`src/rtl/dmem_pkg.sv`:
```
// Shared types and constants for the data-memory responder.
// Provides the FSM state enum, byte-lane geometry and an index-width helper.
// No ports; imported by data_memory_responder and byte_lane_merge.
package dmem_pkg;

    typedef enum logic [1:0] {
        IDLE    = 2'd0,
        WAIT    = 2'd1,
        RESPOND = 2'd2
    } state_e;

    localparam int LANE_W         = 8;
    localparam int LANES_PER_WORD = 4;
    localparam int WORD_W         = LANE_W * LANES_PER_WORD;

    // Number of word-index bits needed to address depth_words entries.
    function automatic int index_width(input int depth_words);
        return $clog2(depth_words);
    endfunction

endpackage

```
`src/rtl/byte_lane_merge.sv`:
```
// Byte-lane merge/extract for little-endian word memory.
// Ports: old_word (current array word), store_data (bits [7:0] used for bytes),
//        lane (byte lane, 0 = bits [7:0]), is_byte (1 = byte access),
//        new_word (word to write back), load_data (word or zero-extended byte).
module byte_lane_merge
    import dmem_pkg::*;
(
    input  logic [WORD_W-1:0] old_word,
    input  logic [WORD_W-1:0] store_data,
    input  logic [1:0]        lane,
    input  logic              is_byte,
    output logic [WORD_W-1:0] new_word,
    output logic [WORD_W-1:0] load_data
);
    // Purpose: build the store word and the load result for one access.
    // Latency: purely combinational.
    // Backpressure: none; no handshake.

    always_comb begin
        new_word  = store_data;
        load_data = old_word;
        if (is_byte) begin
            new_word  = old_word;
            load_data = '0;
            for (int i = 0; i < LANES_PER_WORD; i++) begin
                if (lane == 2'(i)) begin
                    new_word[i*LANE_W +: LANE_W]  = store_data[LANE_W-1:0];
                    load_data[LANE_W-1:0]         = old_word[i*LANE_W +: LANE_W];
                end
            end
        end
    end

endmodule

```
`src/rtl/data_memory_responder.sv`:
```
// Data-memory responder: word-organised RAM with programmable wait states.
// Ports: clock/reset (async, active-high); request_valid/ready/write/byte/
//        address/write_data in; response_valid/read_data/error out.
// Optional: define DMEM_FAULT_EN to flag misaligned word and out-of-range accesses.
module data_memory_responder
    import dmem_pkg::*;
#(
    parameter int DEPTH_WORDS = 64,
    parameter int LATENCY     = 2
) (
    input  logic        clock,
    input  logic        reset,
    input  logic        request_valid,
    output logic        request_ready,
    input  logic        request_write,
    input  logic        request_byte,
    input  logic [31:0] request_address,
    input  logic [31:0] request_write_data,
    output logic        response_valid,
    output logic [31:0] response_read_data,
    output logic        response_error
);
    // Purpose: accept load/store requests and answer from a word RAM.
    // Latency: response_valid one cycle pulse LATENCY+1 cycles after the accept cycle.
    // Backpressure: request_ready low during WAIT; held requests are not queued.

    localparam int         IDX_W    = index_width(DEPTH_WORDS);
    localparam logic [3:0] CNT_INIT = (LATENCY > 0) ? 4'(LATENCY - 1) : 4'd0;

    state_e            state_q, state_d;
    logic [3:0]        cnt_q, cnt_d;
    logic              wr_q, wr_d;
    logic              byte_q, byte_d;
    logic [31:0]       addr_q, addr_d;
    logic [31:0]       wdata_q, wdata_d;
    logic [31:0]       rdata_q, rdata_d;
    logic              err_q, err_d;

    logic [WORD_W-1:0] mem_q [DEPTH_WORDS];

    logic              accept;
    logic              commit;
    logic              mem_we;
    logic              txn_write;
    logic              txn_byte;
    logic [31:0]       txn_addr;
    logic [31:0]       txn_wdata;
    logic [IDX_W-1:0]  txn_idx;
    logic              txn_fault;
    logic [WORD_W-1:0] old_word;
    logic [WORD_W-1:0] new_word;
    logic [WORD_W-1:0] load_data;

    assign accept = request_valid && request_ready;

    // State register.
    always_ff @(posedge clock or posedge reset) begin
        if (reset) begin
            state_q <= IDLE;
            cnt_q   <= 4'd0;
        end else begin
            state_q <= state_d;
            cnt_q   <= cnt_d;
        end
    end

    // Next-state logic.
    always_comb begin
        state_d = state_q;
        cnt_d   = cnt_q;
        case (state_q)
            IDLE, RESPOND: begin
                state_d = IDLE;
                if (accept) begin
                    if (LATENCY > 0) begin
                        state_d = WAIT;
                        cnt_d   = CNT_INIT;
                    end else begin
                        state_d = RESPOND;
                    end
                end
            end
            WAIT: begin
                if (cnt_q == 4'd0) begin
                    state_d = RESPOND;
                end else begin
                    cnt_d = cnt_q - 4'd1;
                end
            end
            default: state_d = IDLE;
        endcase
    end

    // Outputs decoded from the state flops only.
    always_comb begin
        request_ready  = (state_q != WAIT);
        response_valid = (state_q == RESPOND);
    end

    // Request capture on accept.
    always_comb begin
        wr_d    = wr_q;
        byte_d  = byte_q;
        addr_d  = addr_q;
        wdata_d = wdata_q;
        if (accept) begin
            wr_d    = request_write;
            byte_d  = request_byte;
            addr_d  = request_address;
            wdata_d = request_write_data;
        end
    end

    // Every transition into RESPOND is exactly one commit. With zero wait
    // states that edge is also the accepting edge, so the live request is used.
    assign commit    = (state_d == RESPOND);
    assign txn_write = (LATENCY == 0) ? request_write      : wr_q;
    assign txn_byte  = (LATENCY == 0) ? request_byte       : byte_q;
    assign txn_addr  = (LATENCY == 0) ? request_address    : addr_q;
    assign txn_wdata = (LATENCY == 0) ? request_write_data : wdata_q;
    assign txn_idx   = txn_addr[IDX_W+1:2];

`ifdef DMEM_FAULT_EN
    localparam logic [31:0] BYTE_LIMIT = 32'(DEPTH_WORDS * 4);
    assign txn_fault = (!txn_byte && (txn_addr[1:0] != 2'b00)) ||
                       (txn_addr >= BYTE_LIMIT);
`else
    // Upper address bits only matter for range faults; they wrap otherwise.
    logic unused_addr_bits;
    assign unused_addr_bits = ^txn_addr[31:IDX_W+2];
    assign txn_fault        = 1'b0;
`endif

    assign old_word = mem_q[txn_idx];

    byte_lane_merge u_merge (
        .old_word   (old_word),
        .store_data (txn_wdata),
        .lane       (txn_addr[1:0]),
        .is_byte    (txn_byte),
        .new_word   (new_word),
        .load_data  (load_data)
    );

    always_comb begin
        rdata_d = rdata_q;
        err_d   = err_q;
        mem_we  = 1'b0;
        if (commit) begin
            err_d   = txn_fault;
            mem_we  = txn_write && !txn_fault;
            rdata_d = (txn_write || txn_fault) ? 32'h0 : load_data;
        end
    end

    always_ff @(posedge clock or posedge reset) begin
        if (reset) begin
            wr_q    <= 1'b0;
            byte_q  <= 1'b0;
            addr_q  <= 32'h0;
            wdata_q <= 32'h0;
            rdata_q <= 32'h0;
            err_q   <= 1'b0;
        end else begin
            wr_q    <= wr_d;
            byte_q  <= byte_d;
            addr_q  <= addr_d;
            wdata_q <= wdata_d;
            rdata_q <= rdata_d;
            err_q   <= err_d;
        end
    end

    // Array is not reset; a reset coinciding with the commit edge drops the store.
    always_ff @(posedge clock) begin
        if (mem_we && !reset) begin
            mem_q[txn_idx] <= new_word;
        end
    end

    assign response_read_data = rdata_q;
    assign response_error     = err_q;

endmodule

```
`config.mk`:
```
export PLATFORM = sky130hd
export DESIGN_NAME = data_memory_responder
export DESIGN_NICKNAME = d
export VERILOG_FILES = /design/src/rtl/dmem_pkg.sv /design/src/rtl/byte_lane_merge.sv /design/src/rtl/data_memory_responder.sv
export SDC_FILE = /design/constraint.sdc
export NUM_CORES = 2
export LEC_CHECK = 0
export CORE_ASPECT_RATIO = 2
export CORE_UTILIZATION = 23
export CTS_CLUSTER_DIAMETER = 60
export DETAILED_ROUTE_END_ITERATION = 8
export SLEW_MARGIN = 20
export SYNTH_ARGS = -nofsm -noshare
export SYNTH_HDL_FRONTEND = slang
export SYNTH_SLANG_ARGS = --single-unit
```
`constraint.sdc`:
```
create_clock -name clock -period 11.15 [get_ports clock]
set_input_delay 3.345 -clock clock [delete_from_list [all_inputs] [get_ports clock]]
set_output_delay 3.345 -clock clock [all_outputs]
set_load 0.03 [all_outputs]
```
### Word-level counts from Yosys, hierarchy flattened

Memories as Yosys holds them, arrays and structs flattened.
Cells that the tools add are included.

| cells by class | value |
|---|---|
| mux-type cells | 20 |
| shift-type cells | 0 |
| $mul | 0 |
| $lt $le $gt $ge | 0 |
| add/sub/neg operators | 1 |
| bitwise logic cells | 0 |
| reductions and logical operators | 9 |
| equal/unequal tests | 9 |
| div/mod/pow operators | 0 |

Operators with widths:

| kind | count |
|---|---|
| $mux W32 | 3 |
| $mux W8 | 8 |
| $eq A2 B2 Y1 const B | 4 |
| $mux W4 | 2 |
| $pmux W4 S2 | 1 |
| $eq A2 B1 Y1 const B | 2 |
| $logic_not A2 Y1 | 2 |
| $logic_not A4 Y1 | 1 |
| $mux W1 | 4 |
| $ne A2 B2 Y1 const B | 2 |
| $pmux W2 S2 | 1 |
| $sub A4 B1 Y4 const B | 1 |
| $reduce_and A3 Y1 | 1 |
| $logic_and A1 B1 Y1 | 2 |
| $mux W2 | 1 |
| $ne A2 B1 Y1 const B | 1 |
| $reduce_bool A2 Y1 | 1 |
| $reduce_or A2 Y1 | 1 |
| $logic_not A1 Y1 | 1 |

| word-level totals | value |
|---|---|
| output and inout bits | 35 |
| memory bits (writable) | 2048 |
| bits in latches | 0 |
| input bits | 69 |
| ROM bits | 0 |
| memories | 1 |
| bits in registers | 80 |
| logic and storage cells | 47 |

Memory list:

| memory | words | width | read ports | clocked after memory_dff | write ports | RTL line | RTL |
|---|---|---|---|---|---|---|---|
| mem_q | 64 | 32 | 1 | 0 | 1 | data_memory_responder.sv:39 | `logic [WORD_W-1:0] mem_q [DEPTH_WORDS];` |

### Depth between registers and ports, before layout

| logic depth | value |
|---|---|
| depth in word-level cells | 9 |
| depth in mapped cells | 14 |
| depth with buffers taken out | 9 |

### Hierarchy

From an unflattened synthesis, not the netlist that was laid out.

| second synthesis, totals | value |
|---|---|
| cell total of the unflattened synthesis | 4545 |
| area, all modules | 81612.0 um^2 |

Modules (own cells, without submodules):

| module | cells an instance | seq. area each (um^2) | times used | area an instance (um^2) |
|---|---|---|---|---|
| data_memory_responder | 4379 | 63500.9 | 1 | 80452.2 |
| byte_lane_merge | 166 | 0.0 | 1 | 1159.9 |

### Worst setup path before layout

OpenSTA, ideal clock, no wires.

| path | value |
|---|---|
| path type | input port to flip-flop |
| from | input reset |
| to | memory mem_q[0][0] (netlist bit) (enable) |
| path buffers | 1 |
| setup slack | 3.523 ns |
| library setup time | 0.421 ns |
| required time | 10.729 ns |
| stages on the path | 5 |
| arrival time | 7.206 ns |
| path through | inv_1 > and3_1 > clkbuf_1 > nand2_1 > nor2_1 |

| between the ends | value |
|---|---|
| cells in the longest elaborated chain, start to end | 4 |

Ends and longest elaborated chain:

| what | RTL line | RTL |
|---|---|---|
| start: declaration | data_memory_responder.sv:12 | `input logic reset,` |
| $logic_not A1 Y1 | data_memory_responder.sv:176 | `if (mem_we && !reset) begin` |
| $logic_and A1 B1 Y1 | data_memory_responder.sv:176 |  |
| $mux W1 | data_memory_responder.sv:176 |  |
| $mux W1 (implied by the code) | data_memory_responder.sv:177 | `mem_q[txn_idx] <= new_word;` |
| end: declaration | data_memory_responder.sv:39 |  |

No other way between the ends.

### Final worst setup path

| path | value |
|---|---|
| from | register addr_q[3] |
| to | memory mem_q[27][21] (netlist bit) (data pin) |

| between the ends | value |
|---|---|
| cells in the longest elaborated chain, start to end | 3 |

Ends and longest elaborated chain:

| what | RTL line | RTL |
|---|---|---|
| start: declaration | data_memory_responder.sv:34 | `logic [31:0] addr_q, addr_d;` |
| start signal: assignment | data_memory_responder.sv:167 | `addr_q <= addr_d;` |
| $mem_v2 Z64 W32 | - |  |
| $mux W8 | byte_lane_merge.sv:26 | `if (lane == 2'(i)) begin` |
| $mux W32 | byte_lane_merge.sv:22 | `if (is_byte) begin` |
| named net new_word[21] | data_memory_responder.sv:51 | `logic [WORD_W-1:0] new_word;` |

The timed path passes the listed nets, and every way through them passes these cells.

==> impl_metrics.csv <==
group,metric,value,unit
hold_path,holdCritPathClass,"flop to flop",
route,wl_met2,148000,um
timing,skew,60.9,ps
route,drt_iter0_markers,5951,
power,p_per_area,332,nW/um2
place,dp_slack,4300,ps
clock_network,cts_buffer_depth,4,
place,dpl.hpwl,189000,um
worst_setup_path,crit_required,11540,ps
finish,layout-drive-gt1-share,0.221,
route,routed_via_density,4.97,
worst_setup_path,endpoint_kind,"flop",
synthesis,yosys.area.top_type,"edfxtp_1",
finish,fin_cells,9504,
power,p_leak,29.7,nW
worst_setup_path,crit_chain,"buf_4 -> buf_4 -> mux4_2 -> mux2i_1 -> o22ai_1 -> nor3_1 -> nand3_1 -> mux2_2 -> mux2_2 -> buf_4",
clock_network,cts.sinks,2128,
synthesis,synth_edf_count,2048,
synthesis,synth_area_leaders,"edfxtp_1 74%, mux4_2 4.6%, mux2_2 3.4%, mux2i_1 2.5%, dfrtp_1 2.4%",
floorplanning,die_x,427,um
route,highest_layer,"met5",
clock_network,cts.clk_slew.worst_paths,70,ps
worst_setup_path,crit_slowest_cell,"dfrtp_4",
grt,grt_usage,0.163,
timing,period_needed,6620,ps
clock_network,clock_latency,880,ps
clock_network,htreeDepth,4,
grt,grt_max_degree,98,
worst_setup_path,start_kind,"flop",
timing,timing.final.crit_share,0.594,
flow_run,max-cap-violations,0,
synthesis,syn-instance-count,4446,
worst_setup_path,worstPathArrival,7020,ps
grt,grt_pass1_wl,405000,um
synthesis,ys_warn_count,0,
power,ir_drop,0.367,mV
worst_setup_path,path_buf_inv,3,
clock_network,cts_tree,"yes",
timing,rsz0062_at_grt,"no",
worst_setup_path,critPathTopFamily,"multiplexers",
timing,setup-violations-final,0,
route,dr_wl_met3,21000,um
status,status,"finished, final reports clean",
synthesis,synthArstFlopShare,0.0376,
route,first_pass_iters,8,
timing,setup_ws,4530,ps
worst_setup_path,crit_type,"flop to flop",
grt,antenna_found_initial,29,
synthesis,synth-seq-area-share,0.766,
timing,tns,0,ps
grt,grt_overflow,0,
clock_network,cts_hold_repair.buffers,0,
floorplanning,die_area,363000,um2
route,drc,0,
place,gp_congestion,0.992,
timing,fmaxAchievable,151,MHz
synthesis,synthDistinctLibCells,85,
route,met1_length,90900,um
synthesis,synth_nets,4517,
synthesis,netlist.area_leader.share,0.742,
finish,nNetsFinal,4706,
worst_setup_path,crit_top_cell,"buf_4",
floorplanning,chipHeight,851,um
timing,tightest_slew,1450,ps
grt,grt_pass1_vias,46400,
floorplanning,start_util,0.231,
route,antenna_left,0,
timing,drv_slew,0,
synthesis,ys_ff_latch,2128,
synthesis,synth_top_flop_cell,"edfxtp_1",
worst_setup_path,cpPeakStageDelay,990,ps
worst_setup_path,cp_max_fo,64,
place,place_inst,9159,
route,wl_per_cell,31.7,um
clock_network,cts_root_buf,"clkbuf_16",
floorplanning,coreArea,359000,um2
clock_network,cts_buffers,164,
power,power,31.9,mW
clock_network,cts_repair_resize_count,0,
clock_network,cts_setup_buffers,0,
floorplanning,pin_count,104,
timing,hold_violations,0,
floorplanning,row_count,311,
timing,slew_headroom,0.0267,
synthesis,synth_area_per_cell,18.6,um2
finish,fin_util,0.268,
route,totalWireLength,301000,um
synthesis,syn-cell-area,82900,um2
finish,syn_to_final_growth,16.0,%
route,num_vias,47200,
place,portBuffers,78,
[report_power, final]
part / internal (mW) / total, mW / switching (mW) / leakage, nW
combinational: 3.10 / 13.6 / 10.5 / 7.63
clock: 3.29 / 6.20 / 2.92 / 2.61
sequential: 11.9 / 12.1 / 0.228 / 19.5
total: 18.2 / 31.9 / 13.7 / 29.7
[cell usage after synthesis (28+ instances only)]
cell	n
buf_2	112
a31oi_1	28
mux4_2	171
nor2_1	159
a22o_1	47
buf_1	29
a221oi_1	173
clkbuf_1	85
a221o_1	50
a22oi_1	138
a21oi_1	103
buf_4	45
mux2i_1	211
o21ai_0	100
edfxtp_1	2048
buf_6	28
nand2_1	177
mux2_2	247
o22ai_1	86
dfrtp_1	80
[path summary, 6_finish.rpt]
kind,slack [ps],start,cells after the start,endpoint
max,4530,addr_q[3],10,mem_q[27][21]
min,490,response_read_data[19],2,response_read_data[19]
max reg2reg,4530,addr_q[3],10,mem_q[27][21]
min reg2reg,490,response_read_data[19],2,response_read_data[19]
max in group asynchronous,7160,reset,3,addr_q[2]
min in group asynchronous,2790,reset,2,response_read_data[8]
[through the flow]
step | instance area [um2] | hold slack, ps
finish | 96200 | 490
global route | 96200 | 512
CTS | 96000 | 493
detailed placement | 90600 | 477
global placement | 90500 | 476
floorplan | 82900 | 462
[state kept, by name, summed over array words and instances (netlist names)]
signal / flops
mem_q: 2048
response_read_data: 32
txn_wdata: 32
addr_q: 8
cnt_q: 4
state_q: 2
byte_q: 1
txn_write: 1
[final cells by class]
cell class / instances / area (um2)
antenna: 55 / 138
clock buffer: 189 / 4240
clock inverter: 96 / 1130
fill: 35800 / 263000
inverter: 12 / 55.1
multi-input combinational: 2007 / 18500
sequential: 2128 / 63500
tap: 4695 / 5870
timing repair buffer: 322 / 2750
[cells in the final DEF (no fill, tap or decap), types with 92 or more instances in the layout]
cell type,instances
a21oi_1,99
a22oi_1,138
mux4_2,171
edfxtp_1,2048
nand2_1,170
a221oi_1,170
clkbuf_16,166
mux2_2,243
mux2i_1,208
nor2_1,92
buf_4,228
[metal layers]
metal  GRT usage  vias up
met5           0        -
met4       0.178        4
met3      0.0289      935
met2       0.278     2686
met1       0.157    24900
li1            -    18700
[worst min-delay path: stages (launching register included)]
cell	delay [ps]
dfrtp_1	350
nand2_1	50
o21ai_0	60
[logic make-up (layout without fill, tap and decap cells)]
logic type | after synthesis | after routing | share of synthesized area
other cells | 1 | 56 | 0.0000452
simple gates | 481 | 481 | 0.0266
buf+inv | 311 | 619 | 0.0203
xor+xnor | 2 | 2 | 0.000211
fa+ha+maj | 2 | 2 | 0.000302
compound gates | 879 | 879 | 0.0792
flops | 2128 | 2128 | 0.766
mux | 642 | 642 | 0.107
No activity file was read; power rests on OpenSTA's default activity.
